[src/rtl/ws2812_driver_if.sv]
// Bundles the driver's RAM read port, refresh handshake and serial line.
// The slave side is the driver; the master side is the host/RAM that feeds it.
interface ws2812_driver_if #(
    parameter int AW = 6
);
    logic          start;
    logic [AW-1:0] addr_out;
    logic          rw;
    logic [23:0]   data_in;
    logic          busy;
    logic          done;
    logic          dout;

    modport master (output start, data_in, input addr_out, rw, busy, done, dout);
    modport slave  (input start, data_in, output addr_out, rw, busy, done, dout);
endinterface

[src/rtl/ws2812_driver.sv]
// WS2812 strip refresher: per LED reads one RRGGBB word, sends 24 GRB bits MSB first, then a latch gap.
// All outputs registered; first bit starts 2 cycles after start; no backpressure, start is ignored while busy.
module ws2812_driver #(
    parameter int NLEDS = 14,
    parameter int AW    = 6,
    parameter int T0H   = 20,
    parameter int T0L   = 43,
    parameter int T1H   = 40,
    parameter int T1L   = 23,
    parameter int TRST  = 2600
) (
    input  logic            clk,
    input  logic            rst,
    ws2812_driver_if.slave  bus
);
    localparam int TM_A = (T0H > T0L) ? T0H : T0L;
    localparam int TM_B = (T1H > T1L) ? T1H : T1L;
    localparam int TM_C = (TM_A > TM_B) ? TM_A : TM_B;
    localparam int TMAX = (TM_C > TRST) ? TM_C : TRST;
    localparam int CW   = $clog2(TMAX + 1);

    typedef enum logic [2:0] {IDLE, FETCH, LOAD, HIGH, LOW, GAP, DONE} state_t;

    state_t        state_q, state_d;
    logic [AW-1:0] idx_q, idx_d, addr_q, addr_d;
    logic [23:0]   sh_q, sh_d;
    logic [4:0]    bit_q, bit_d;
    logic [CW-1:0] cnt_q, cnt_d;
    logic [CW-1:0] hi_last, lo_last;
    logic          dout_q, dout_d, rw_q, rw_d, busy_q, busy_d, done_q, done_d;

    always_comb begin
        state_d = state_q;
        idx_d   = idx_q;
        sh_d    = sh_q;
        bit_d   = bit_q;
        cnt_d   = cnt_q;
        hi_last = sh_q[23] ? CW'(T1H - 1) : CW'(T0H - 1);
        lo_last = sh_q[23] ? CW'(T1L - 1) : CW'(T0L - 1);

        case (state_q)
            IDLE: begin
                if (bus.start) begin
                    idx_d   = '0;
                    cnt_d   = '0;
                    state_d = FETCH;
                end
            end
            FETCH: state_d = LOAD;
            LOAD: begin
                sh_d    = {bus.data_in[15:8], bus.data_in[23:16], bus.data_in[7:0]};
                bit_d   = '0;
                cnt_d   = '0;
                state_d = HIGH;
            end
            HIGH: begin
                if (cnt_q == hi_last) begin
                    cnt_d   = '0;
                    state_d = LOW;
                end else begin
                    cnt_d = cnt_q + 1'b1;
                end
            end
            LOW: begin
                if (cnt_q == lo_last) begin
                    cnt_d = '0;
                    sh_d  = sh_q << 1;
                    bit_d = bit_q + 5'd1;
                    if (bit_q == 5'd23) begin
                        // FETCH+LOAD of the next word become the 2 extra low cycles
                        if (idx_q < AW'(NLEDS - 1)) begin
                            idx_d   = idx_q + 1'b1;
                            state_d = FETCH;
                        end else begin
                            state_d = GAP;
                        end
                    end else begin
                        state_d = HIGH;
                    end
                end else begin
                    cnt_d = cnt_q + 1'b1;
                end
            end
            GAP: begin
                if (cnt_q == CW'(TRST - 1)) begin
                    cnt_d   = '0;
                    state_d = DONE;
                end else begin
                    cnt_d = cnt_q + 1'b1;
                end
            end
            DONE:    state_d = IDLE;
            default: state_d = IDLE;
        endcase

        // Outputs are decoded from the next state so they line up with state_q
        dout_d = (state_d == HIGH);
        rw_d   = (state_d == FETCH);
        addr_d = (state_d == FETCH) ? idx_d : addr_q;
        busy_d = (state_d != IDLE);
        done_d = (state_d == DONE);
    end

    always_ff @(posedge clk or posedge rst) begin
        if (rst) begin
            state_q <= IDLE;
            idx_q   <= '0;
            addr_q  <= '0;
            sh_q    <= '0;
            bit_q   <= '0;
            cnt_q   <= '0;
            dout_q  <= 1'b0;
            rw_q    <= 1'b0;
            busy_q  <= 1'b0;
            done_q  <= 1'b0;
        end else begin
            state_q <= state_d;
            idx_q   <= idx_d;
            addr_q  <= addr_d;
            sh_q    <= sh_d;
            bit_q   <= bit_d;
            cnt_q   <= cnt_d;
            dout_q  <= dout_d;
            rw_q    <= rw_d;
            busy_q  <= busy_d;
            done_q  <= done_d;
        end
    end

    assign bus.addr_out = addr_q;
    assign bus.rw       = rw_q;
    assign bus.busy     = busy_q;
    assign bus.done     = done_q;
    assign bus.dout     = dout_q;
endmodule

[src/flat_wrapper.sv]
// flat-port wrapper written by rule: the top's interface ports become plain ports
module ws2812_driver_flat 
#(
    parameter int NLEDS = 14,
    parameter int AW    = 6,
    parameter int T0H   = 20,
    parameter int T0L   = 43,
    parameter int T1H   = 40,
    parameter int T1L   = 23,
    parameter int TRST  = 2600
)
  (clk, rst, bus_start, bus_data_in, bus_addr_out, bus_rw, bus_busy, bus_done, bus_dout);
  ws2812_driver_if #(.AW(AW)) bus_i ();
  input  logic clk;
  input  logic rst;
  input wire logic [$bits(bus_i.start)-1:0] bus_start;
  input wire logic [$bits(bus_i.data_in)-1:0] bus_data_in;
  output wire logic [$bits(bus_i.addr_out)-1:0] bus_addr_out;
  output wire logic [$bits(bus_i.rw)-1:0] bus_rw;
  output wire logic [$bits(bus_i.busy)-1:0] bus_busy;
  output wire logic [$bits(bus_i.done)-1:0] bus_done;
  output wire logic [$bits(bus_i.dout)-1:0] bus_dout;
  assign bus_i.start = bus_start;
  assign bus_i.data_in = bus_data_in;
  assign bus_addr_out = bus_i.addr_out;
  assign bus_rw = bus_i.rw;
  assign bus_busy = bus_i.busy;
  assign bus_done = bus_i.done;
  assign bus_dout = bus_i.dout;
  ws2812_driver #(.NLEDS(NLEDS), .AW(AW), .T0H(T0H), .T0L(T0L), .T1H(T1H), .T1L(T1L), .TRST(TRST)) u_core (.clk(clk), .rst(rst), .bus(bus_i));
endmodule
[config.mk]
export PLATFORM = sky130hd
export DESIGN_NAME = ws2812_driver_flat
export DESIGN_NICKNAME = d
export VERILOG_FILES = /design/src/rtl/ws2812_driver_if.sv /design/src/rtl/ws2812_driver.sv /design/src/flat_wrapper.sv
export SDC_FILE = /design/constraint.sdc
export NUM_CORES = 1
export LEC_CHECK = 0
export ABC_AREA = 1
export ABC_CLOCK_PERIOD_IN_PS = 1490
export BUFFER_PORTS_ARGS = -buffer_cell sky130_fd_sc_hd__buf_2
export CAP_MARGIN = 20
export CORE_ASPECT_RATIO = 0.9
export CORE_MARGIN = 1
export CORE_UTILIZATION = 30
export DETAILED_ROUTE_END_ITERATION = 10
export GPL_TIMING_DRIVEN = 0
export PLACE_DENSITY = 0.56
export SYNTH_ARGS = -nofsm -noshare
export SYNTH_HDL_FRONTEND = slang
export SYNTH_SLANG_ARGS = --single-unit
export TNS_END_PERCENT = 50
[constraint.sdc]
create_clock -name clk -period 1.49 [get_ports clk]
set_input_delay 0.149 -clock clk [delete_from_list [all_inputs] [get_ports clk]]
set_output_delay 0.149 -clock clk [all_outputs]
set_load 0.02 [all_outputs]
Yosys cells after proc, flatten, opt, wreduce, memory -nomap -nowiden
Cells that the tools add are included.
W data, S select, Z words.
{"block": "totals", "regBits": 60, "latchBits": 0, "ram_bits": 0, "romBits": 0, "in_bits": 27, "elab_cells": 57, "mem_count": 0}
{"block": "op_classes", "add_sub_neg": 3, "mul": 0, "div_mod_pow": 0, "order_cmp": 1, "n_eq_ne": 14, "shift": 0, "muxes": 23, "bitwise": 0, "n_reduce_logical": 6}
{"operator": "$pmux W12 S5", "count": 1}
{"operator": "$mux W12", "count": 4}
{"operator": "$pmux W24 S2", "count": 1}
{"operator": "$mux W6", "count": 6}
{"operator": "$eq A12 B12 Y1", "count": 2}
{"operator": "$mux W24", "count": 1}
{"operator": "$mux W3", "count": 6}
{"operator": "$pmux W3 S6", "count": 1}
{"operator": "$add A12 B1 Y12 const B", "count": 1}
{"operator": "$eq A12 B12 Y1 const B", "count": 1}
{"operator": "$pmux W6 S2", "count": 1}
{"operator": "$pmux W5 S2", "count": 1}
{"operator": "$eq A3 B2 Y1 const B", "count": 3}
{"operator": "$eq A3 B3 Y1 const B", "count": 3}
{"operator": "$add A6 B1 Y6 const B", "count": 1}
{"operator": "$eq A3 B1 Y1 const B", "count": 2}
{"operator": "$lt A6 B4 Y1 const B", "count": 1}
{"operator": "$add A5 B1 Y5 const B", "count": 1}
{"operator": "$eq A5 B5 Y1 const B", "count": 1}
{"operator": "$mux W5", "count": 1}
{"operator": "$reduce_bool A5 Y1", "count": 1}
{"operator": "$reduce_and A2 Y1", "count": 2}
{"operator": "$logic_not A3 Y1", "count": 1}
{"operator": "$reduce_bool A3 Y1", "count": 1}
{"operator": "3 further kinds", "count": 3}

Depth between registers and ports, before layout
Gate-level depths: netlist of the first run.
{"block": "logic_depth", "ltp_word": 6, "ltp_mapped": 11}

Worst setup path before layout of the first run
Ideal clock, no wire load.
{"block": "synth_timing", "kind": "flip-flop to flip-flop", "from": "register u_core.cnt_q[0]", "to": "register u_core.sh_q[1]", "setup_time_ns": 0.074, "arrival_time_ns": 1.530, "path_slack_ns": -0.113, "stages_incl_launch_ff": 12, "path_cell_list": "dfrtp_1 inv_1 ha_1 nand2_1 nor2_4 inv_2 nor2_4 nand2_4 nand2_8 buf_6 o211ai_1 o21ai_2"}
{"block": "synth_via", "elab_chain_len": 3}
{"item": "from (decl)", "line_no": "ws2812_driver.sv:28", "text": "logic [CW-1:0] cnt_q, cnt_d;"}
{"item": "from (signal assigned)", "line_no": "ws2812_driver.sv:122", "text": "cnt_q <= cnt_d;"}
{"item": "$eq A12 B12 Y1", "line_no": "ws2812_driver.sv:65", "text": "if (cnt_q == lo_last) begin"}
{"item": "$ne A2 B1 Y1 (no source line)"}
{"item": "$reduce_and A2 Y1 (no source line)"}
{"item": "to (signal assigned)", "line_no": "ws2812_driver.sv:109", "text": "sh_q <= '0;"}
{"item": "to (signal assigned)", "line_no": "ws2812_driver.sv:120", "text": "sh_q <= sh_d;"}
{"item": "to (decl)", "line_no": "ws2812_driver.sv:26", "text": "logic [23:0] sh_q, sh_d;"}
No other way between the ends.
A chain may end at the register's enable or synchronous reset.

Worst setup path in the final report of the first run
{"block": "layout_timing", "from": "register u_core.cnt_q[0]", "to": "register u_core.sh_q[10]"}
Same word-level chain as after synthesis.

==> results.md, run 1 <==
- Status: finished with violations
- Failing checks: negative setup slack
- Top FF cell, synth: dfrtp_1
- CTS root buf: clkbuf_16
- Final net count: roughly 550
- Mapped Nets: approximately 460
- Slew @ Worst Pin: between 0.4 and 0.5 ns
- Post-route clock skew: 0.00564 ns
- Most numerous cell in the Yosys netlist: nand2_1
- DRC viols: 0
- Die width: between 100 and 150 microns
- Arrival time at the worst endpoint: just under 2 ns
- Post-synthesis adder-cell area fraction: 0.0211
- Multi-input gate area: 0.00191 sq mm
- Vias/cell: roughly 4.7
- Mux cell area share after synthesis: 0
- Mapped Area: ~0.0036 sq mm
- DRT Pass-1 Iters: 4
- Buffers on Ports: 36
- Clock-pin slew on the worst setup and hold paths: 0.05 ns
- Fill cells: about 1100
- GR Overflow Total: 0
- TritonCTS clock tree: built
- Layout cells sized above 1: 0.408
- Class of the worst hold path: input port to register
- Routed length per instance: 13.5 microns
- Initial DRC Count: ~130
- Post-route worst setup slack: -0.210 ns
- Peak supply drop: 0.000736 V
- Max-cap violations: 0
- Synth Area in Simple Gates: 0.277
- Pins Over Slew Limit: 0
- Post-Synth XOR/XNOR Area: 0.0197
- CP max FO: 6
- Final setup vio count: between 50 and 60
- Average footprint of a synthesized cell: between 8 and 9 sq um
- Initial Util: 0.310
- FF+latch area: between 0.0015 and 0.002 sq mm
- Vert. Die Dim: between 100 and 150 microns
- Setup tns final: -8.02 ns
- Final GP Congestion: between 0.8 and 0.9
- Area leader, netlist: dfrtp_1
- PD cells: roughly 1600 mW/mm^2
- Initial antenna violation count: 0
- Post-DP HPWL: between 6 and 7 mm
- #FFs+latches synth: 60
- Vias in the first global route: between 3000 and 4000
- Synth top area cells: dfrtp_1 (42%), nand2_1 (11%), inv_1 (6.2%), o211ai_2 (4.6%), nor2_1 (4.4%)
- Post-synthesis sequential area ratio: 0.421
- Share of flip-flops with an asynchronous set or reset: 1.00
- Number of synthesized flops with an enable pin: 0
- Clk_lat worst skew: between 0.3 and 0.4 ns
- Area Growth Syn to Fin: 37.1%
- Final Cycle Share: 1.14
- ANT cells: 0
- First-pass GRT wire length: roughly 15 mm
- Core ar.: roughly 0.011 sq mm
- Row cnt: 37
- Compound-Gate Fraction of Synth Area: 0.162
- Slowest cell on crit path: dfrtp_2
- Die Area: ~0.012 sq mm
- CP bufs+invs: 4
- Distinct cells, synth: 37
- CTS sink cnt: 60
- All-Layer GR Usage: 0.160
- Crit. End Element: register
- Largest family of logic cells by synthesized area: simple AND/OR/NAND/NOR gates
- CTS H-tree lvls: 3
- Post-Route WL: roughly 9.2 mm
- CTS Buf Count: 9
- Setup CP Type: register to register
- Final min period: between 1.5 and 2 ns
- I/O pin count: 37
- Synth warn: 0
- RSZ-0062 raised after global routing: true
- Post-Syn Instances: approximately 430
- Critical path's top delay family: simple AND/OR/NAND/NOR gates
- CP required: between 1.5 and 2 ns
- Startpoint Class: register
- Routed Antenna Nets: 0
- Largest net degree at the start of global routing: 42
- Peak per-stage delay on the critical path: slightly above 0.4 ns
- Deepest clock path buffer count: 2
- Max-slew headroom: 0.668
- Commonest cells in the synthesized netlist: nand2_1 (104), dfrtp_1 (60), inv_1 (59), nor2_1 (42), nand3_1 (29)
- Area share of the largest cell type after synthesis: 0.421
- Final Hold Fails: 0
- Util after Layout: 0.425
- Via count: between 3000 and 4000
- Leak: 2.18 nW
- Fmax: approximately 0.59 GHz
- Hold Slack: 0.0792 ns
- Cells along the critical path: inv_2 -> ha_4 -> nand2_4 -> nor2_4 -> inv_2 -> nor2_4 -> nand2_4 -> nand2_8 -> buf_4 -> buf_12 -> o211ai_2 -> o21ai_1
-- stage by stage --
| step | power [W] | instances | setup WS, ns | cell area [sq um] |
|---|---|---|---|---|
| floorplan | 0.00445 | 429 | -0.113 | 3570 |
| global placement | 0.00503 | 621 | -0.462 | 3940 |
| detailed placement | 0.00508 | 622 | -0.459 | 3960 |
| global route | 0.00844 | 680 | -0.313 | 4880 |
| finish | 0.00791 | 680 | -0.210 | 4880 |
| CTS | 0.00776 | 665 | -0.161 | 4640 |
-- what timing repair did --
| item | CTS | global route |
|---|---|---|
| gates cloned | 2 | 1 |
| endpoints found under the hold margin | 19 | 0 |
| setup endpoints to repair | 59 | 59 |
| hold buffers | 1 | 0 |
| pin swaps | 14 | 22 |
| buffers inserted | 25 | 14 |
| gates resized for setup | 45 | 33 |
-- where the power goes --
group | internal, W | total (W) | switching [W]
clock | 0.00116 | 0.00190 | 0.000735
sequential | 0.00211 | 0.00233 | 0.000221
combinational | 0.00167 | 0.00368 | 0.00202
total | 0.00494 | 0.00791 | 0.00297
-- final timing paths --
check / slack [ns] / cells past startpoint / start / endpoint
min in group asynchronous: 0.40 / 3 / rst / u_core.sh_q[23]
max in group asynchronous: 0.51 / 4 / rst / u_core.cnt_q[7]
worst max register to register: -0.21 / 12 / u_core.cnt_q[0] / u_core.sh_q[10]
worst min-delay path: 0.08 / 3 / bus_data_in[0] / u_core.sh_q[0]
worst min register to register: 0.47 / 2 / u_core.bus.addr_out[0] / u_core.bus.addr_out[0]
worst max-delay path: -0.21 / 12 / u_core.cnt_q[0] / u_core.sh_q[10]
-- worst min-delay path, cell delays in order --
cell     delay [ns]
buf_2          0.08
nand2_1        0.06
o21ai_1        0.07
-- area by class of cell --
cell class,count,share of cell area
Tap cell,156,0.0400
Multi-Input combinational cell,294,0.391
Buffer,11,0.0249
Inverter,63,0.0492
Clock inverter,4,0.00513
Timing Repair Buffer,80,0.130
Sequential cell,60,0.309
Clock buffer,12,0.0505
-- cell families (layout without fill, tap and decap cells) --
logic type | after synthesis | count (layout)
buffers and inverters | 75 | 170
flip-flops | 60 | 60
AND/OR/NAND/NOR | 213 | 213
adder cells (fa/ha/maj) | 6 | 6
AO/OA/AOI/OAI | 67 | 67
XOR/XNOR | 8 | 8
-- per-layer routing --
layer  vias to the layer above  share of wire  track usage  wire, microns
li1                       1571              -            -              -
met1                      1544           0.45        0.205           4140
met2                        63           0.49        0.268           4540
met3                        13          0.040       0.0374            369
met4                         0          0.018       0.0443            163
met5                         -              0            0              0
-- flip-flops by register name (all words and copies together), names as in the netlist --
signal,cells
u_core.bit_q,5
u_core.bus.done,1
u_core.sh_q,24
u_core.bus.busy,1
u_core.idx_q,6
u_core.bus.dout,1
u_core.bus.rw,1
u_core.state_q,3
u_core.cnt_q,12
u_core.bus.addr_out,6
-- placed cells by master (no fill, tap or decap), drive strengths merged --
| master | netlist | routed |
|---|---|---|
| nor2 | 53 | 53 |
| o31ai | 2 | 2 |
| o21bai | 2 | 2 |
| dfrtp | 60 | 60 |
| inv | 63 | 62 |
| clkinv | 0 | 2 |
| xor2 | 8 | 8 |
| nor3 | 6 | 6 |
| ha | 6 | 6 |
| clkbuf | 2 | 15 |
| o21ai | 33 | 33 |
| o311ai | 1 | 1 |
| dlygate4sd3 | 0 | 1 |
| a31oi | 1 | 1 |
| buf | 10 | 86 |
| nand3 | 30 | 30 |
| bufbuf | 0 | 1 |
| clkinvlp | 0 | 3 |
| and2 | 1 | 1 |
| a21oi | 3 | 3 |
| nand2 | 110 | 110 |
| o211ai | 24 | 24 |
| nand3b | 1 | 1 |
| a21o | 1 | 1 |
| nand4 | 12 | 12 |
(Power assumes the default switching activity.)
==> run 2, diff against run 1 <==
Settings changed: BUFFER_PORTS_ARGS -buffer_cell sky130_fd_sc_hd__buf_2 to -buffer_cell sky130_fd_sc_hd__clkbuf_2, CAP_MARGIN 20 to 10, MAX_ROUTING_LAYER set to met4.
==> run 2 against run 1 <==
  * The run still ends with negative setup slack left
  * Combinational power rose by 4%
  * First-iteration DRC count decreased by 14%
  * Flip-flop and latch count unchanged
  * Final area about the same
  * Clock skew shrank 0.00051 ns
  * Total power up 9.1%
  * Register-to-register slack about the same
  * Clock-buffer cell count is the same
  * Critical path type unchanged
  * Critical endpoint is now u_core.sh_q[12]
==> results.md, run 2 (synthesis results as in run 1) <==
- Status: finished with violations
- Failing checks: negative setup slack
- Post-Route WL: 9.01 mm (-2.2%)
- Place WS: -0.430 ns (+0.0290 ns)
- PD cells: 1770 mW/mm^2 (+9.1%)
- Vias/cell: 4.63 (-1.4%)
- Peak supply drop: 0.000769 V (+4.5%)
- Deepest clock path buffer count: 2 (unchanged)
- ANT cells: 0 (unchanged)
- Arrival time at the worst endpoint: 1.95 ns (about the same)
- CTS H-tree lvls: 3 (unchanged)
- Total power draw: 0.00863 W (+9.1%)
- Crit. End Element: register
- Finished Cell Area: 0.00488 sq mm (about the same)
- CTS Buf Count: 9 (unchanged)
- Max-cap violations: 0 (unchanged)
- Initial DRC Count: 113 (-14%)
- RSZ-0062 raised after global routing: true
- Placed Instance Area: 0.00396 sq mm (unchanged)
- Via count: 3124 (-2.1%)
- Startpoint Class: register
- Clock-pin slew on the worst setup and hold paths: 0.05 ns (about the same)
- GR Overflow Total: 0 (unchanged)
- Most common cell after layout, fill and taps aside: nand2_1
- Die Area: 0.0123 sq mm (unchanged)
- Final GP Congestion: 0.824 (-3.5%)
- All-Layer GR Usage: 0.160 (-0.000223)
- Leak: 2.20 nW (+0.72%)
- Final Cycle Share: 1.14 (-0.00356)
- Fmax: 0.590 GHz (+0.31%)
- Clk_lat worst skew: 0.33 ns (about the same)
- Setup tns final: -7.50 ns (+0.521 ns)
- Most frequent cells in the layout: nand2_1 (97), dfrtp_1 (55), inv_1 (52)
- CTS sink cnt: 60 (unchanged)
- Row cnt: 37 (unchanged)
- Class of the worst hold path: input port to register
- Setup CP Type: register to register
- Routed length per instance: 13.4 microns (-1.4%)
- Final setup vio count: 57 (+5.6%)
- R2r worst-path depth: 12 (unchanged)
- Routed Antenna Nets: 0 (unchanged)
- Largest net degree at the start of global routing: 32 (-24%)
- Vias in the first global route: 3065 (-3.5%)
- Area Growth Syn to Fin: 37.0% (about the same)
- DRC viols: 0 (unchanged)
- Slew @ Worst Pin: 0.725 ns (+0.229 ns)
- Vert. Die Dim: 105 microns (unchanged)
- Post-DP HPWL: 6.12 mm (+2.0%)
- Die width: 117 microns (unchanged)
- Met2 WL: 4.28 mm (-5.7%)
- Final Hold Fails: 0 (unchanged)
- Wire length on met3: 303 microns (-18%)
- CTS root buf: clkbuf_16
- Worst Hold Depth: 3 (unchanged)
- Post-route clock skew: 0.00513 ns (-0.000511 ns)
- Final net count: 547 (-0.91%)
- Most flops, register: u_core.sh_q
- I/O pin count: 37 (unchanged)
- Core ar.: 0.0115 sq mm (unchanged)
- Max layer used: met4
- Biggest regs: u_core.sh_q: 24 flops, u_core.cnt_q: 12 flops
- Initial Util: 0.310 (unchanged)
- Max-slew headroom: 0.516 (-0.152)
- DRT Pass-1 Iters: 4 (unchanged)
- Met1 WL: 4.23 mm (+2.1%)
- Final min period: 1.69 ns (-0.00530 ns)
- Buffers on Ports: 36 (unchanged)
- Largest register FFs: 24 (unchanged)
- CP required: 1.75 ns (about the same)
- CP max FO: 5 (-1)
- Post-route worst setup slack: -0.205 ns (+0.00530 ns)
- TritonCTS clock tree: built
- First-pass GRT wire length: 14.8 mm (-3.3%)
- Layout cells sized above 1: 0.378 (-0.0307)
- Initial antenna violation count: 0 (unchanged)
- Pins Over Slew Limit: 0 (unchanged)
[run 2: cell count changes in the layout (fill, tap and decap cells not counted), moves of 3 or more]
cell,delta
buf_2,-36
clkbuf_2,+36
nand3_2,-7
buf_6,-6
nand2_1,+4
nand3_1,+7
nand2_2,-4
bufinv_16,+3
[run 2: layout make-up]
type,instances,area [sq um]
fillers,1162,6600
plain buffers,12,133
clock inverters,4,95.1
inverters,63,240
clock buffers,12,256
repair buffers,74,577
flip-flops and latches,60,1510
multi-input cells,294,1870
well taps,156,195
[run 2: per-stage QoR]
| stage | hold slack (ns) | utilization | cells |
|---|---|---|---|
| 2_1_floorplan | 0.255 | - | 429 |
| 3_3_place_gp | 0.401 | 0.343 | 621 |
| 3_5_place_dp | 0.309 | 0.345 | 622 |
| 4_1_cts | 0.0653 | 0.409 | 665 |
| 5_1_grt | 0.0683 | 0.425 | 675 |
| 6_report | 0.0547 | 0.425 | 675 |
[run 2: final timing paths]
path / startpoint / endpoint / slack (ns)
max in group asynchronous: rst / u_core.cnt_q[6] / 0.42
setup / recovery: u_core.cnt_q[0] / u_core.sh_q[12] / -0.20
hold / removal: bus_data_in[0] / u_core.sh_q[0] / 0.05
hold reg to reg: u_core.idx_q[5] / u_core.idx_q[5] / 0.47
min in group asynchronous: rst / u_core.sh_q[20] / 0.48
setup reg to reg: u_core.cnt_q[0] / u_core.sh_q[12] / -0.20
[run 2: metal layers]
metal,up-vias,GRT usage
met5,-,-
met4,0,0.0624
met3,14,0.0288
met2,54,0.242
met1,1487,0.211
li1,1569,-
[run 2: critical path: stages (launching register included)]
cell	delay [ns]
dfrtp_2	0.42
inv_2	0.08
ha_4	0.14
nand2_4	0.05
nor2_4	0.13
inv_2	0.05
nor2_4	0.15
nand2_4	0.10
nand2_8	0.08
buf_12	0.13
clkbuf_16	0.15
o211ai_2	0.06
o21ai_1	0.07
[run 2: timing repair]
item,4_1_cts,5_1_grt
hold buffers,1,0
buffers inserted,25,8
gates resized for setup,41,18
cloned,1,2
hold endpoints to repair,29,0
endpoints found under the setup margin,58,59
pin swaps,15,13
[run 2: power by group]
group | total (W) | internal (W) | switching, W
sequential | 0.00234 | 0.00211 | 0.000233
combinational | 0.00381 | 0.00175 | 0.00206
clock | 0.00247 | 0.00172 | 0.000748
==> run 3, diff against run 2 <==
Settings changed: CORE_MARGIN 1 to 2, GPL_ROUTABILITY_DRIVEN set to 1.
==> run 3 against run 2 <==
  * Final area is 0.69% higher
  * Critical path type unchanged
  * Register-to-register slack barely moved
  * First-iteration DRC count is 4.4% lower
  * Sequential share of layout area shrank 0.16 points
  * Critical endpoint is now u_core.idx_q[3]
  * Maximum frequency shrank 0.66%
  * Non-clock buffer count increased by 2
  * Worst hold slack worse by 0.0071 ns
  * Largest power group unchanged
  * Utilization increased by 0.12 points
  * Via count increased by 1.9%
  * The flow still finishes with violations (negative setup slack)
==> results.md, run 3 (synthesis results as in run 1) <==
- Place WS: -0.458 ns (-0.0281 ns)
- Row cnt: 37 (unchanged)
- Die Area: 0.0128 sq mm (+3.6%)
- Vias/cell: 4.70 (+1.6%)
- Clk_lat worst skew: 0.33 ns (about the same)
- Final setup vio count: 54 (-5.3%)
- First-pass GRT wire length: 15.2 mm (+2.7%)
- Most flops, register: u_core.sh_q
- Final net count: 550 (+0.55%)
- CP max FO: 3 (-2)
- Met3 usage: 0.0403 (+0.0115)
- Stages on the worst setup path: 12 (unchanged)
- Slowest cell on crit path: dfrtp_2
- Peak supply drop: 0.000936 V (+22%)
- TritonCTS clock tree: built
- Vert. Die Dim: 107 microns (+1.9%)
- CP required: 1.71 ns (-0.04 ns)
- GR Overflow Total: 0 (unchanged)
- Deepest clock path buffer count: 2 (unchanged)
- Failing checks: negative setup slack
- Class of the worst hold path: input port to register
- CTS root buf: clkbuf_16
- Startpoint Class: register
- Vias in the first global route: 3191 (+4.1%)
- Largest register FFs: 24 (unchanged)
- I/O pin count: 37 (unchanged)
- Final Hold Fails: 0 (unchanged)
- Routed length per instance: 13.3 microns (about the same)
- Peak per-stage delay on the critical path: 0.42 ns (about the same)
- Cells along the critical path: inv_2 -> ha_4 -> nand2_4 -> nor2_4 -> inv_2 -> nor2_4 -> buf_6 -> buf_6 -> nand3_2 -> nand3_2 -> nand2_2 -> buf_4
- Critical path's top delay family: simple AND/OR/NAND/NOR gates
- Arrival time at the worst endpoint: 1.93 ns (-0.02 ns)
- DRT Pass-1 Iters: 4 (unchanged)
- Leak: 2.18 nW (-0.63%)
- CP bufs+invs: 5 (+1)
- Via count: 3183 (+1.9%)
- M1 GR Usage: 0.192 (-0.0191)
- Setup tns final: -7.58 ns (-0.0722 ns)
- CTS sink cnt: 60 (unchanged)
- Gr busiest metal: met2
- Hold Slack: 0.0476 ns (-0.00705 ns)
- Largest net degree at the start of global routing: 39 (+22%)
- Setup CP Type: register to register
- Placed Instance Area: 0.00396 sq mm (unchanged)
- Biggest regs: u_core.sh_q: 24 flops, u_core.cnt_q: 12 flops
- Post-route clock skew: 0.00867 ns (+0.00355 ns)
- Clock-pin slew on the worst setup and hold paths: 0.06 ns (about the same)
- RSZ-0062 raised after global routing: true
- Core ar.: 0.0115 sq mm (+0.40%)
- CTS H-tree lvls: 3 (unchanged)
- Final min period: 1.71 ns (+0.0113 ns)
- All-Layer GR Usage: 0.154 (-0.00564)
- Max-cap violations: 0 (unchanged)
- Pins Over Slew Limit: 0 (unchanged)
- Layout cells sized above 1: 0.422 (+0.0446)
- Worst Hold Depth: 3 (unchanged)
- PD cells: 1660 mW/mm^2 (-6.0%)
- Area Growth Syn to Fin: 37.9%
- Fmax: 0.586 GHz (-0.66%)
- Initial antenna violation count: 0 (unchanged)
- ANT cells: 0 (unchanged)
- CTS Buf Count: 9 (unchanged)
- Finished Cell Area: 0.00491 sq mm (+0.69%)
- Max-slew headroom: 0.627 (+0.111)
- Routed Antenna Nets: 0 (unchanged)
- Status: finished with violations
- Slew @ Worst Pin: 0.557 ns (-0.167 ns)
- Initial DRC Count: 108 (-4.4%)
- Util after Layout: 0.426 (+0.00122)
- Crit. End Element: register
- Grt met2 use: 0.239 (-0.00285)
- Buffers on Ports: 36 (unchanged)
- Final Cycle Share: 1.14 (+0.00756)
- Die width: 119 microns (+1.7%)
- DRC viols: 0 (unchanged)
- Most common cell after layout, fill and taps aside: nand2_1
- Most frequent cells in the layout: nand2_1 (91), dfrtp_1 (53), inv_1 (50)
- Post-route worst setup slack: -0.216 ns (-0.0113 ns)
- Final GP Congestion: 0.934 (+13%)
- Post-DP HPWL: 5.95 mm (-2.7%)
- R2r worst-path depth: 12 (unchanged)
- Initial Util: 0.309 (-0.00125)
- Post-Route WL: 9.03 mm (+0.22%)
-- run 3: cell count changes in the layout (fill, tap and decap cells not counted), moves of 3 or more --
cell and change:
nand2_1 -6, nor2_1 -4, nand2_2 +5, buf_6 +3, nand3_1 -7, nand3_2 +6
-- run 3: metrics by stage --
| stage | total power [W] | instances |
|---|---|---|
| after floorplan | 0.00445 | 429 |
| final | 0.00816 | 677 |
| after global routing | 0.00868 | 677 |
| after detailed placement | 0.00510 | 622 |
| after CTS | 0.00793 | 665 |
| after global placement | 0.00505 | 621 |
-- run 3: what timing repair did --
action                                 4_1_cts  5_1_grt
endpoints found under the hold margin       22        0
hold buffers                                 1        0
setup buffers                               29       11
gates resized for setup                     52       41
pin swaps                                   18       30
setup endpoints to repair                   58       59
gates cloned                                 1        3
-- run 3: final cells by class --
type                            count  area (sq um)
Inverter                           63           245
Clock inverter                      3          45.0
Sequential cell                    60          1510
Fill cell                        1126          6620
Tap cell                          156           195
Clock buffer                       12           267
Buffer                              8          75.1
Multi-Input combinational cell    295          1960
Timing Repair Buffer               80           616
-- run 3: power by group --
| part | internal (W) | switching, W | leakage [nW] |
|---|---|---|---|
| logic | 0.00156 | 0.00208 | 1.27 |
| clock network | 0.00142 | 0.000760 | 0.147 |
| registers | 0.00211 | 0.000230 | 0.770 |
-- run 3: path summary, 6_finish.rpt --
kind,endpoint,slack [ns],start
setup / recovery,u_core.idx_q[3],-0.22,u_core.cnt_q[0]
hold / removal,u_core.sh_q[0],0.05,bus_data_in[0]
setup reg to reg,u_core.idx_q[3],-0.22,u_core.cnt_q[0]
hold reg to reg,u_core.idx_q[5],0.48,u_core.idx_q[5]
max in group asynchronous,u_core.cnt_q[8],0.52,rst
min in group asynchronous,u_core.bus.busy,0.41,rst
-- run 3: routing by layer --
layer / share of wire / routed length [microns] / vias up
met5: 0 / 0 / -
met4: 0.020 / 180 / 0
met3: 0.051 / 457 / 19
met2: 0.46 / 4140 / 74
met1: 0.47 / 4260 / 1518
li1: - / - / 1572
-- run 3: worst reg2reg max path, cell delays in order (launching register included) --
cell,delay (ns)
dfrtp_2,0.42
inv_2,0.08
ha_4,0.16
nand2_4,0.05
nor2_4,0.12
inv_2,0.05
nor2_4,0.17
buf_6,0.13
buf_6,0.10
nand3_2,0.06
nand3_2,0.07
nand2_2,0.05
buf_4,0.12
